--- src/rtl/vga_timing_detector_pkg.sv ---
// Shared constants and types for the VGA timing detector (800x600@72 defaults).
// Build option VGA_DETECT_SYNC_EN lives in the sync/edge sub-module.
package vga_timing_detector_pkg;

   localparam int COORDINATE_WIDTH = 11;
   localparam int H_BACK_DEF       = 64;
   localparam int H_VISIBLE_DEF    = 800;
   localparam int V_BACK_DEF       = 23;
   localparam int V_VISIBLE_DEF    = 600;
   localparam int LOCK_FRAMES_DEF  = 2;

   // Frame-check progress: nothing seen, one vrise seen, reference held
   typedef enum logic [1:0] {
      CHK_IDLE,
      CHK_ARMED,
      CHK_TRACK
   } chk_state_t;

   function automatic logic in_window(input int unsigned pos,
                                      input int unsigned lo,
                                      input int unsigned len);
      return (pos >= lo) && (pos < lo + len);
   endfunction

endpackage

--- src/rtl/vga_timing_detector_sync_edge_detect.sv ---
// Optional 2-flop synchronizer plus enabled history register and edge strobes.
// Define VGA_DETECT_SYNC_EN to insert the synchronizer (flops reset to 1).
module vga_timing_detector_sync_edge_detect (
   input  logic clk,
   input  logic reset_n,
   input  logic i_en,
   input  logic i_sig,
   output logic o_rise,
   output logic o_fall
);

   logic w_sig;
   logic r_hist;

`ifdef VGA_DETECT_SYNC_EN
   logic [1:0] r_sync;

   always_ff @(posedge clk or negedge reset_n) begin
      if (!reset_n) begin
         r_sync <= 2'b11;
      end else begin
         r_sync <= {r_sync[0], i_sig};
      end
   end

   assign w_sig = r_sync[1];
`else
   assign w_sig = i_sig;
`endif

   // History only advances on enabled cycles so vsync is tracked per line
   always_ff @(posedge clk or negedge reset_n) begin
      if (!reset_n) begin
         r_hist <= 1'b0;
      end else if (i_en) begin
         r_hist <= w_sig;
      end
   end

   assign o_rise = i_en &  w_sig & ~r_hist;
   assign o_fall = i_en & ~w_sig &  r_hist;

endmodule

--- src/rtl/vga_timing_detector.sv ---
// Receive-side VGA timing detector: measures sync timing, regenerates position, reports lock.
// Build option VGA_DETECT_SYNC_EN adds input synchronizers (3 clk position lag instead of 1).
module vga_timing_detector
   import vga_timing_detector_pkg::*;
#(
   parameter int COORD_W     = COORDINATE_WIDTH,
   parameter int H_BACK      = H_BACK_DEF,
   parameter int H_VISIBLE   = H_VISIBLE_DEF,
   parameter int V_BACK      = V_BACK_DEF,
   parameter int V_VISIBLE   = V_VISIBLE_DEF,
   parameter int LOCK_FRAMES = LOCK_FRAMES_DEF
) (
   input  logic               clk,
   input  logic               reset_n,
   input  logic               hsync,
   input  logic               vsync,
   output logic [COORD_W-1:0] xpos,
   output logic [COORD_W-1:0] ypos,
   output logic               drawing,
   output logic [COORD_W-1:0] line_total,
   output logic [COORD_W-1:0] hpulse_width,
   output logic [COORD_W-1:0] frame_total,
   output logic [COORD_W-1:0] vpulse_width,
   output logic               locked,
   output logic               timing_err,
   output logic               no_signal
);

   logic w_hrise, w_hfall, w_vrise, w_vfall;

   logic [COORD_W-1:0] r_hcnt, r_hs_pos, r_line_total, r_hpulse;
   logic [COORD_W-1:0] r_ycnt, r_vs_pos, r_frame_total, r_vpulse;
   logic               r_line_bad, r_no_signal, r_locked, r_timing_err;

   logic [COORD_W-1:0] w_hcnt_p1, w_ycnt_p1, w_hpulse_new, w_vpulse_new;
   logic               w_hsat, w_loss, w_line_mismatch, w_frame_ok;

   chk_state_t           r_state, w_state_next;
   logic [4*COORD_W-1:0] r_ref, w_ref_next, w_tuple;
   logic [3:0]           r_match_cnt, w_match_next, w_match_inc;
   logic                 w_locked_next, w_err_next;

   vga_timing_detector_sync_edge_detect u_hsync (
      .clk     (clk),
      .reset_n (reset_n),
      .i_en    (1'b1),
      .i_sig   (hsync),
      .o_rise  (w_hrise),
      .o_fall  (w_hfall)
   );

   vga_timing_detector_sync_edge_detect u_vsync (
      .clk     (clk),
      .reset_n (reset_n),
      .i_en    (w_hrise),
      .i_sig   (vsync),
      .o_rise  (w_vrise),
      .o_fall  (w_vfall)
   );

   assign w_hcnt_p1       = r_hcnt + COORD_W'(1);
   assign w_ycnt_p1       = r_ycnt + COORD_W'(1);
   assign w_hpulse_new    = w_hcnt_p1 - r_hs_pos;
   assign w_vpulse_new    = w_ycnt_p1 - r_vs_pos;
   assign w_hsat          = &r_hcnt;
   assign w_loss          = w_hsat & ~w_hrise;
   assign w_line_mismatch = (w_hcnt_p1 != r_line_total);

   // vrise always coincides with hrise, so these are the values being latched this cycle
   assign w_tuple    = {w_hcnt_p1, w_hpulse_new, w_ycnt_p1, w_vpulse_new};
   assign w_frame_ok = (w_tuple == r_ref) & ~r_line_bad & ~w_line_mismatch;

   always_ff @(posedge clk or negedge reset_n) begin
      if (!reset_n) begin
         r_hcnt       <= '0;
         r_hs_pos     <= '0;
         r_line_total <= '0;
         r_hpulse     <= '0;
         r_line_bad   <= 1'b0;
         r_no_signal  <= 1'b0;
      end else begin
         if (w_hrise) begin
            r_hcnt <= '0;
         end else if (!w_hsat) begin
            r_hcnt <= w_hcnt_p1;
         end
         if (w_hfall) begin
            r_hs_pos <= w_hcnt_p1;
         end
         if (w_hrise) begin
            r_line_total <= w_hcnt_p1;
            r_hpulse     <= w_hpulse_new;
         end
         if (w_vrise) begin
            r_line_bad <= 1'b0;
         end else if (w_hrise && w_line_mismatch) begin
            r_line_bad <= 1'b1;
         end
         if (w_hrise) begin
            r_no_signal <= 1'b0;
         end else if (w_hsat) begin
            r_no_signal <= 1'b1;
         end
      end
   end

   always_ff @(posedge clk or negedge reset_n) begin
      if (!reset_n) begin
         r_ycnt        <= '0;
         r_vs_pos      <= '0;
         r_frame_total <= '0;
         r_vpulse      <= '0;
      end else begin
         if (w_vrise) begin
            r_ycnt <= '0;
         end else if (w_hrise && !(&r_ycnt)) begin
            r_ycnt <= w_ycnt_p1;
         end
         if (w_vfall) begin
            r_vs_pos <= w_ycnt_p1;
         end
         if (w_vrise) begin
            r_frame_total <= w_ycnt_p1;
            r_vpulse      <= w_vpulse_new;
         end
      end
   end

   always_ff @(posedge clk or negedge reset_n) begin
      if (!reset_n) begin
         r_state      <= CHK_IDLE;
         r_ref        <= '0;
         r_match_cnt  <= '0;
         r_locked     <= 1'b0;
         r_timing_err <= 1'b0;
      end else begin
         r_state      <= w_state_next;
         r_ref        <= w_ref_next;
         r_match_cnt  <= w_match_next;
         r_locked     <= w_locked_next;
         r_timing_err <= w_err_next;
      end
   end

   assign w_match_inc = (r_match_cnt == 4'hF) ? r_match_cnt : r_match_cnt + 4'd1;

   always_comb begin
      w_state_next  = r_state;
      w_ref_next    = r_ref;
      w_match_next  = r_match_cnt;
      w_locked_next = r_locked;
      w_err_next    = 1'b0;
      if (w_loss) begin
         w_state_next  = CHK_IDLE;
         w_match_next  = '0;
         w_locked_next = 1'b0;
         w_err_next    = r_locked;
      end else if (w_vrise) begin
         case (r_state)
            CHK_IDLE: begin
               // Frame before the first vrise is partial; only arm
               w_state_next = CHK_ARMED;
            end
            CHK_ARMED: begin
               w_state_next = CHK_TRACK;
               w_ref_next   = w_tuple;
               w_match_next = '0;
            end
            CHK_TRACK: begin
               if (w_frame_ok) begin
                  w_match_next = w_match_inc;
                  if (w_match_inc >= 4'(LOCK_FRAMES)) begin
                     w_locked_next = 1'b1;
                  end
               end else begin
                  w_match_next  = '0;
                  w_ref_next    = w_tuple;
                  w_locked_next = 1'b0;
                  w_err_next    = r_locked;
               end
            end
            default: begin
               w_state_next = CHK_IDLE;
            end
         endcase
      end
   end

   assign xpos         = r_hcnt;
   assign ypos         = r_ycnt;
   assign line_total   = r_line_total;
   assign hpulse_width = r_hpulse;
   assign frame_total  = r_frame_total;
   assign vpulse_width = r_vpulse;
   assign locked       = r_locked;
   assign timing_err   = r_timing_err;
   assign no_signal    = r_no_signal;
   assign drawing      = r_locked
                       & in_window(32'(r_hcnt), H_BACK, H_VISIBLE)
                       & in_window(32'(r_ycnt), V_BACK, V_VISIBLE);

endmodule

--- config.mk ---
export PLATFORM = sky130hd
export DESIGN_NAME = vga_timing_detector
export DESIGN_NICKNAME = d
export VERILOG_FILES = /design/src/rtl/vga_timing_detector_pkg.sv /design/src/rtl/vga_timing_detector_sync_edge_detect.sv /design/src/rtl/vga_timing_detector.sv
export SDC_FILE = /design/constraint.sdc
export NUM_CORES = 1
export LEC_CHECK = 0
export ABC_AREA = 1
export BUFFER_PORTS_ARGS = -buffer_cell sky130_fd_sc_hd__buf_4
export CORE_MARGIN = 5
export CORE_UTILIZATION = 45
export DETAILED_ROUTE_END_ITERATION = 8
export HOLD_SLACK_MARGIN = 0.05
export PLACE_DENSITY = 0.75
export SLEW_MARGIN = 10
export SYNTH_ARGS = -nofsm -noshare
export SYNTH_HDL_FRONTEND = slang
export SYNTH_HIERARCHICAL = 1
export SYNTH_SLANG_ARGS = --single-unit
--- constraint.sdc ---
create_clock -name clk -period 6.8 [get_ports clk]
set_clock_uncertainty 0.15 [all_clocks]
set_input_delay 0.34 -clock clk [delete_from_list [all_inputs] [get_ports clk]]
set_output_delay 0.34 -clock clk [all_outputs]
set_load 0.02 [all_outputs]
; ---- Word level (Yosys, flattened, before mapping)
; Index checks and enable logic that the tools add are counted.
[totals]
ff_bits = 144
output_inout_bits = 70
elab_cells = 101
[op_classes]
addsub = 5
order_cmp = 5
eq_ne = 9
mux = 27
n_bitwise = 19
reduce_logical = 19
[op_table]
columns = cell, count
row1 = case mux 44 bit (2 select lines), 1
row2 = equality test 44 bit, 1
row3 = two-way mux 11 bit, 4
row4 = two-way mux 44 bit, 1
row5 = adder 11 x 1 -> 11 bit (second input constant), 2
row6 = < comparator 11 x 10 -> 1 bit (second input constant), 2
row7 = AND reduction 11 bit, 2
row8 = subtractor 11 bit, 2
row9 = two-way mux 4 bit, 4
row10 = two-way mux 1 bit, 13
row11 = nonzero test 2 bit, 6
row12 = bitwise AND 1 bit, 11
row13 = >= comparator 11 x 5 -> 1 bit (second input constant), 1
row14 = >= comparator 11 x 7 -> 1 bit (second input constant), 1
row15 = inequality test 11 bit, 1
row16 = inverter 1 bit, 8
row17 = case mux 4 bit (2 select lines), 1
row18 = case mux 2 bit (3 select lines), 1
row19 = adder 4 x 1 -> 4 bit (second input constant), 1
row20 = equality test 4 bit (second input constant), 1
row21 = >= comparator 4 x 2 -> 1 bit (second input constant), 1
row22 = logical AND 1 bit, 4
row23 = two-way mux 2 bit, 2
row24 = inequality test 2 bit (second input constant), 2
row25 = 10 further kinds, 11

; ---- Logic depth before layout (Yosys ltp)
[depth]
ltp_word = 9
mapped_depth = 25
ltp_nobuf = 24

; ---- By module
; The synthesis kept the hierarchy.
[modules_own_cells]
columns = module, n_inst, cells_per_inst, area_each_um2
row1 = vga_timing_detector, 1, 1254, 8715.9
row2 = vga_timing_detector_sync_edge_detect, 2, 8, 51.3

; ---- Worst setup path after synthesis
; Ideal clock, no wire load.
[synth_path]
kind = flip-flop to flip-flop
from = register r_hcnt[0], in the netlist xpos[0]
to = register r_ref[10]
setup_ns = 0.117
arrival_ns = 3.103
t_required_ns = 6.533
setup_slack_ns = 3.430
path_stages_with_launch = 23
path_buffers = 2
period_less_slack_ns = 3.370
cell_sequence = dfrtp_1 -> buf_4 -> inv_1 -> ha_1 -> inv_1 -> fa_1 -> inv_1 -> nand3_1 -> nand2_1 -> nand2_1 -> nand3_1 -> nand2_1 -> nand2_1 -> nand2_1 -> inv_1 -> nand3_1 -> nor2_1 -> nand3_1 -> nor2_2 -> nand3_4 -> buf_2 -> nand3_1 -> nand2_1
[synth_via]
elab_chain_len = 7
word_cells_on_any_way = 12
classes_between = 2 x add/sub / 3 x eq/ne / 5 x bitwise / 2 x reduce/logical
[synth_rtl]
columns = item, line_no
row1 = from (decl), vga_timing_detector.sv:31  ; logic [COORD_W-1:0] r_hcnt, r_hs_pos, r_line_total, r_hpulse;
row2 = from (signal assigned), vga_timing_detector.sv:85  ; r_hcnt <= w_hcnt_p1;
row3 = adder 11 x 1 -> 11 bit (*), vga_timing_detector.sv:61  ; assign w_hcnt_p1 = r_hcnt + COORD_W'(1);
row4 = named net w_hcnt_p1[0], vga_timing_detector.sv:35  ; logic [COORD_W-1:0] w_hcnt_p1, w_ycnt_p1, w_hpulse_new, w_vpulse_new;
row5 = subtractor 11 bit, vga_timing_detector.sv:63  ; assign w_hpulse_new = w_hcnt_p1 - r_hs_pos;
row6 = equality test 44 bit, vga_timing_detector.sv:71  ; assign w_frame_ok = (w_tuple == r_ref) & ~r_line_bad & ~w_line_mismatch;
row7 = bitwise AND 1 bit, vga_timing_detector.sv:71
row8 = bitwise AND 1 bit (*), vga_timing_detector.sv:71
row9 = inequality test 2 bit (no line) (*), n/a
row10 = AND reduction 4 bit (no line) (*), n/a
row11 = to (signal assigned), vga_timing_detector.sv:138  ; r_ref <= w_ref_next;
row12 = to (decl), vga_timing_detector.sv:39  ; logic [4*COORD_W-1:0] r_ref, w_ref_next, w_tuple;
; Mark *: on every way through the listed nets, which the timed path passes. The rest lies on a longest branch.
; A chain may end at the register's enable or synchronous reset.

; ---- Final worst setup path
[layout_path]
from = register r_hcnt[0], in the netlist xpos[0]
to = register r_ref[14]
; The elaborated chain is that of the path after synthesis.

==> metrics.md <==
| Metric | Value |
|---|---|
| Status | `finished clean` |
| Root buffer cell | `clkbuf_16` |
| Lkg Pwr | `5.59 nW` |
| Flops & latches, synth | `144` |
| Most used cell, CP | `nand3_1` |
| GPL Wtd Cong | `0.984` |
| CTS resizes | `0` |
| Synth Area in XOR/XNOR | `0.979%` |
| Slew headroom | `19.5%` |
| WL final | `24900 um` |
| Peak supply drop | `0.000232 V` |
| HP Class | `flip-flop to flip-flop` |
| Clock power share | `18.3%` |
| Postcts setup bufs | `0` |
| H-tree depth | `4` |
| Multiplexer share of the synthesized area | `0%` |
| Worst R2R Setup Slack | `1.89 ns` |
| Main combinational cell family by area after synthesis | `simple AND/OR/NAND/NOR gates` |
| CTS Hold Bufs | `3` |
| Setup TNS | `0 ns` |
| Fin. max-slew vios | `0` |
| Synth area leaders | `dfrtp_1 (41%), nand2_1 (19%), nand3_1 (7.8%)` |
| Sw Pwr | `0.00244 W` |
| Commonest non-fill, non-tap cell in the layout | `nand2_1` |
| Die X | `150 um` |
| Max clock buf depth | `2` |
| Pwr/cell area | `495 nW/um^2` |
| Port bufs | `73` |
| Fin. Hold Viols | `0` |
| Clock latency on the worst-skew pair | `0.43 ns` |
| Congestion Overflow GR | `0` |
| Crit path cell chain | `inv_1, ha_1, inv_1, fa_1, nand2_1, inv_1, nor2_1, nand3_1, nor2_1, nand3_1, nor3_1, nand3_1, nor2_1, nand3_1, nor2_2, nand3_4, nand2_4, nand2_1, nand2_1` |
| Layout net count | `1379` |
| R2r endpoint | `r_ref[14]$_DFFE_PN0P_` |
| Residual DRC | `0` |
| Area leader, netlist | `dfrtp_1` |
| Die H | `150 um` |
| Vias in the first global route | `7972` |
| Initial DRC count | `852` |
| Placed cell area | `9610 um^2` |
| Ant. Diodes | `0` |
| Max stage delay on crit path | `0.65 ns` |
| Fmax | `0.204 GHz` |
| Detail Route Antenna Nets | `0` |
| Synth Flop Type | `dfrtp_1` |
| Sw Share | `48.3%` |
| Cell-internal power | `0.00262 W` |
| Tmin final | `4.91 ns` |
| # fillers | `1887` |
| Worst Setup SP | `xpos[0]$_DFFE_PN0N_` |
| Dpl hpwl | `17900 um` |
| Die Area | `22500 um^2` |
| Yosys top cell area share | `40.9%` |
| Arrival time at the worst endpoint | `5.13 ns` |
| Most frequent cells in the layout | `nand2_1 (441), inv_1 (179), dfrtp_1 (144)` |
| Worst Setup Path Type | `flip-flop to flip-flop` |
| Core area | `19400 um^2` |
| Fin area | `10200 um^2` |
| Max-Cap Viols | `0` |
| CP startpoint kind | `flip-flop` |
| Pin count of the biggest net entering global routing | `76` |
| Worst setup endpoint | `r_ref[14]$_DFFE_PN0P_` |
| Worst Reg-to-Reg Cells | `19` |
| Unique masters post-synth | `39` |
| Clk slew on worst S/H paths | `0.06 ns` |
| RSZ-0062 raised after global routing | `no` |
| Global-route wire length before repair | `40500 um` |
| Final period utilization | `72.2%` |
| Required time at the worst-slack endpoint | `7.02 ns` |
| Initial antenna violation count | `0` |
| Drt wl/cell | `15.4 um` |
| Starting Density | `45.5%` |
| Synth Cell Area | `8820 um^2` |
| Sinks on Clock Net | `144` |
| Total track usage | `22.7%` |
| Final Setup Violations | `0` |
| Via count | `8505` |
| Cells after Synth | `1270` |
| Crit path max fanout | `45` |
| Flop pwr share | `27.3%` |
| # IOs | `74` |
| CTS tree | `built` |
| # rows | `51` |
| Number of flops mapped to enable cells by yosys | `0` |
| Setup crit end kind | `flip-flop` |
| Area share of and/or/nand/nor cells after synthesis | `36.3%` |
| Slowest-stage cell, CP | `nand2_4` |
| Async set-or-reset flop fraction in the synthesized netlist | `100%` |
| Mapped Avg Cell Area | `6.94 um^2` |
| Synth warnings | `6` |
| Sequential area share after synthesis | `40.9%` |
| Growth of design area from synthesis to finish | `15.7%` |
| Layout cells sized above 1 | `9.95%` |
| Worst r2r src | `xpos[0]$_DFFE_PN0N_` |
| Slew @ Worst Pin | `1.20 ns` |
| Synth Area in Adders | `4.43%` |
| Pre-antenna DRT Iters | `5` |
| Vias per cell | `5.24` |
| Comb pwr share | `54.3%` |
| Synth Area in Compound Gates | `8.19%` |
| Clock buffer count from CTS | `17` |
critical path: cells and delay by family (launching register included):
| kind | cells | cell delay, ns |
|---|---|---|
| simple gates | 14 | 2.54 |
| fa+ha+maj | 2 | 1.12 |
| flops | 1 | 0.59 |
| buf+inv | 3 | 0.42 |
synthesized netlist by cell type, types with 5 or more instances:
master / number
inv_1: 179
nor2_1: 101
nand2_1: 441
nand4_1: 12
o21ai_0: 78
dfrtp_1: 144
nand2_2: 7
o22ai_1: 9
a31oi_1: 16
ha_1: 28
a21oi_1: 22
nor2_2: 5
clkbuf_1: 17
nand3_1: 138
nand3b_1: 15
nor3_1: 10
power by group through the flow:
| stage | Combinational (W) | Sequential (W) | Clock [W] |
|---|---|---|---|
| 4_1_cts | 0.00272 | 0.00138 | 0.000933 |
| 3_3_place_gp | 0.00263 | 0.00138 | 0 |
| 3_5_place_dp | 0.00269 | 0.00139 | 0 |
| 2_1_floorplan | 0.00179 | 0.00149 | 0 |
| 6_report | 0.00275 | 0.00138 | 0.000928 |
| 5_1_grt | 0.00310 | 0.00142 | 0.000975 |
area by class of cell:
cell class / count / area [um^2] / share of cell area (%)
multi-input combinational: 921 / 4420 / 43.3
sequential: 144 / 3600 / 35.3
inverter: 181 / 679 / 6.66
timing repair buffer: 80 / 612 / 5.99
clock buffer: 20 / 447 / 4.38
tap: 265 / 332 / 3.25
clock inverter: 11 / 116 / 1.14
metrics by stage:
stage,power [W],worst slack (ns),instances,util (%),hold WS [ns]
after CTS,0.00503,1.90,1622,52.6,0.327
after floorplan,0.00327,3.43,1272,-,-0.106
after global routing,0.00549,1.47,1622,52.6,0.355
final,0.00506,1.89,1622,52.6,0.330
after global placement,0.00402,2.10,1588,49.6,0.266
after detailed placement,0.00408,1.97,1588,49.6,0.270
flip-flops by register name (all words and copies together), names as in the netlist:
name,count
r_state,2
ypos,11
hpulse_width,11
locked,1
u_vsync/r_hist,1
line_total,11
r_hs_pos,11
frame_total,11
timing_err,1
r_match_cnt,4
r_vs_pos,11
vpulse_width,11
r_line_bad,1
xpos,11
no_signal,1
u_hsync/r_hist,1
r_ref,44
metal layers:
layer | vias to the layer above | wire length [um] | global-route usage, %
li1 | 4183 | - | -
met4 | 0 | 783 | 8.14
met3 | 55 | 1760 | 5.06
met5 | - | 0 | 0
met1 | 3921 | 11000 | 30.8
met2 | 346 | 11400 | 35.8
cell families after synthesis:
kind of cell,Yosys count
flops,144
fa+ha+maj,30
buf+inv,207
compound gates,134
other cells,1
simple gates,745
xor+xnor,9
worst min-delay path by stage:
stage / from / cells past startpoint / to
6_report: r_ref[34]$_DFFE_PN0P_ / 2 / r_ref[34]$_DFFE_PN0P_
3_5_place_dp: reset_n / 1 / frame_total[2]$_DFFE_PN0P_
5_1_grt: r_hs_pos[4]$_DFFE_PN0P_ / 2 / r_hs_pos[4]$_DFFE_PN0P_
4_1_cts: r_ref[34]$_DFFE_PN0P_ / 2 / r_ref[34]$_DFFE_PN0P_
3_3_place_gp: reset_n / 1 / frame_total[9]$_DFFE_PN0P_
2_1_floorplan: reset_n / 0 / frame_total[0]$_DFFE_PN0P_
No activity file was read; power rests on OpenSTA's default activity.
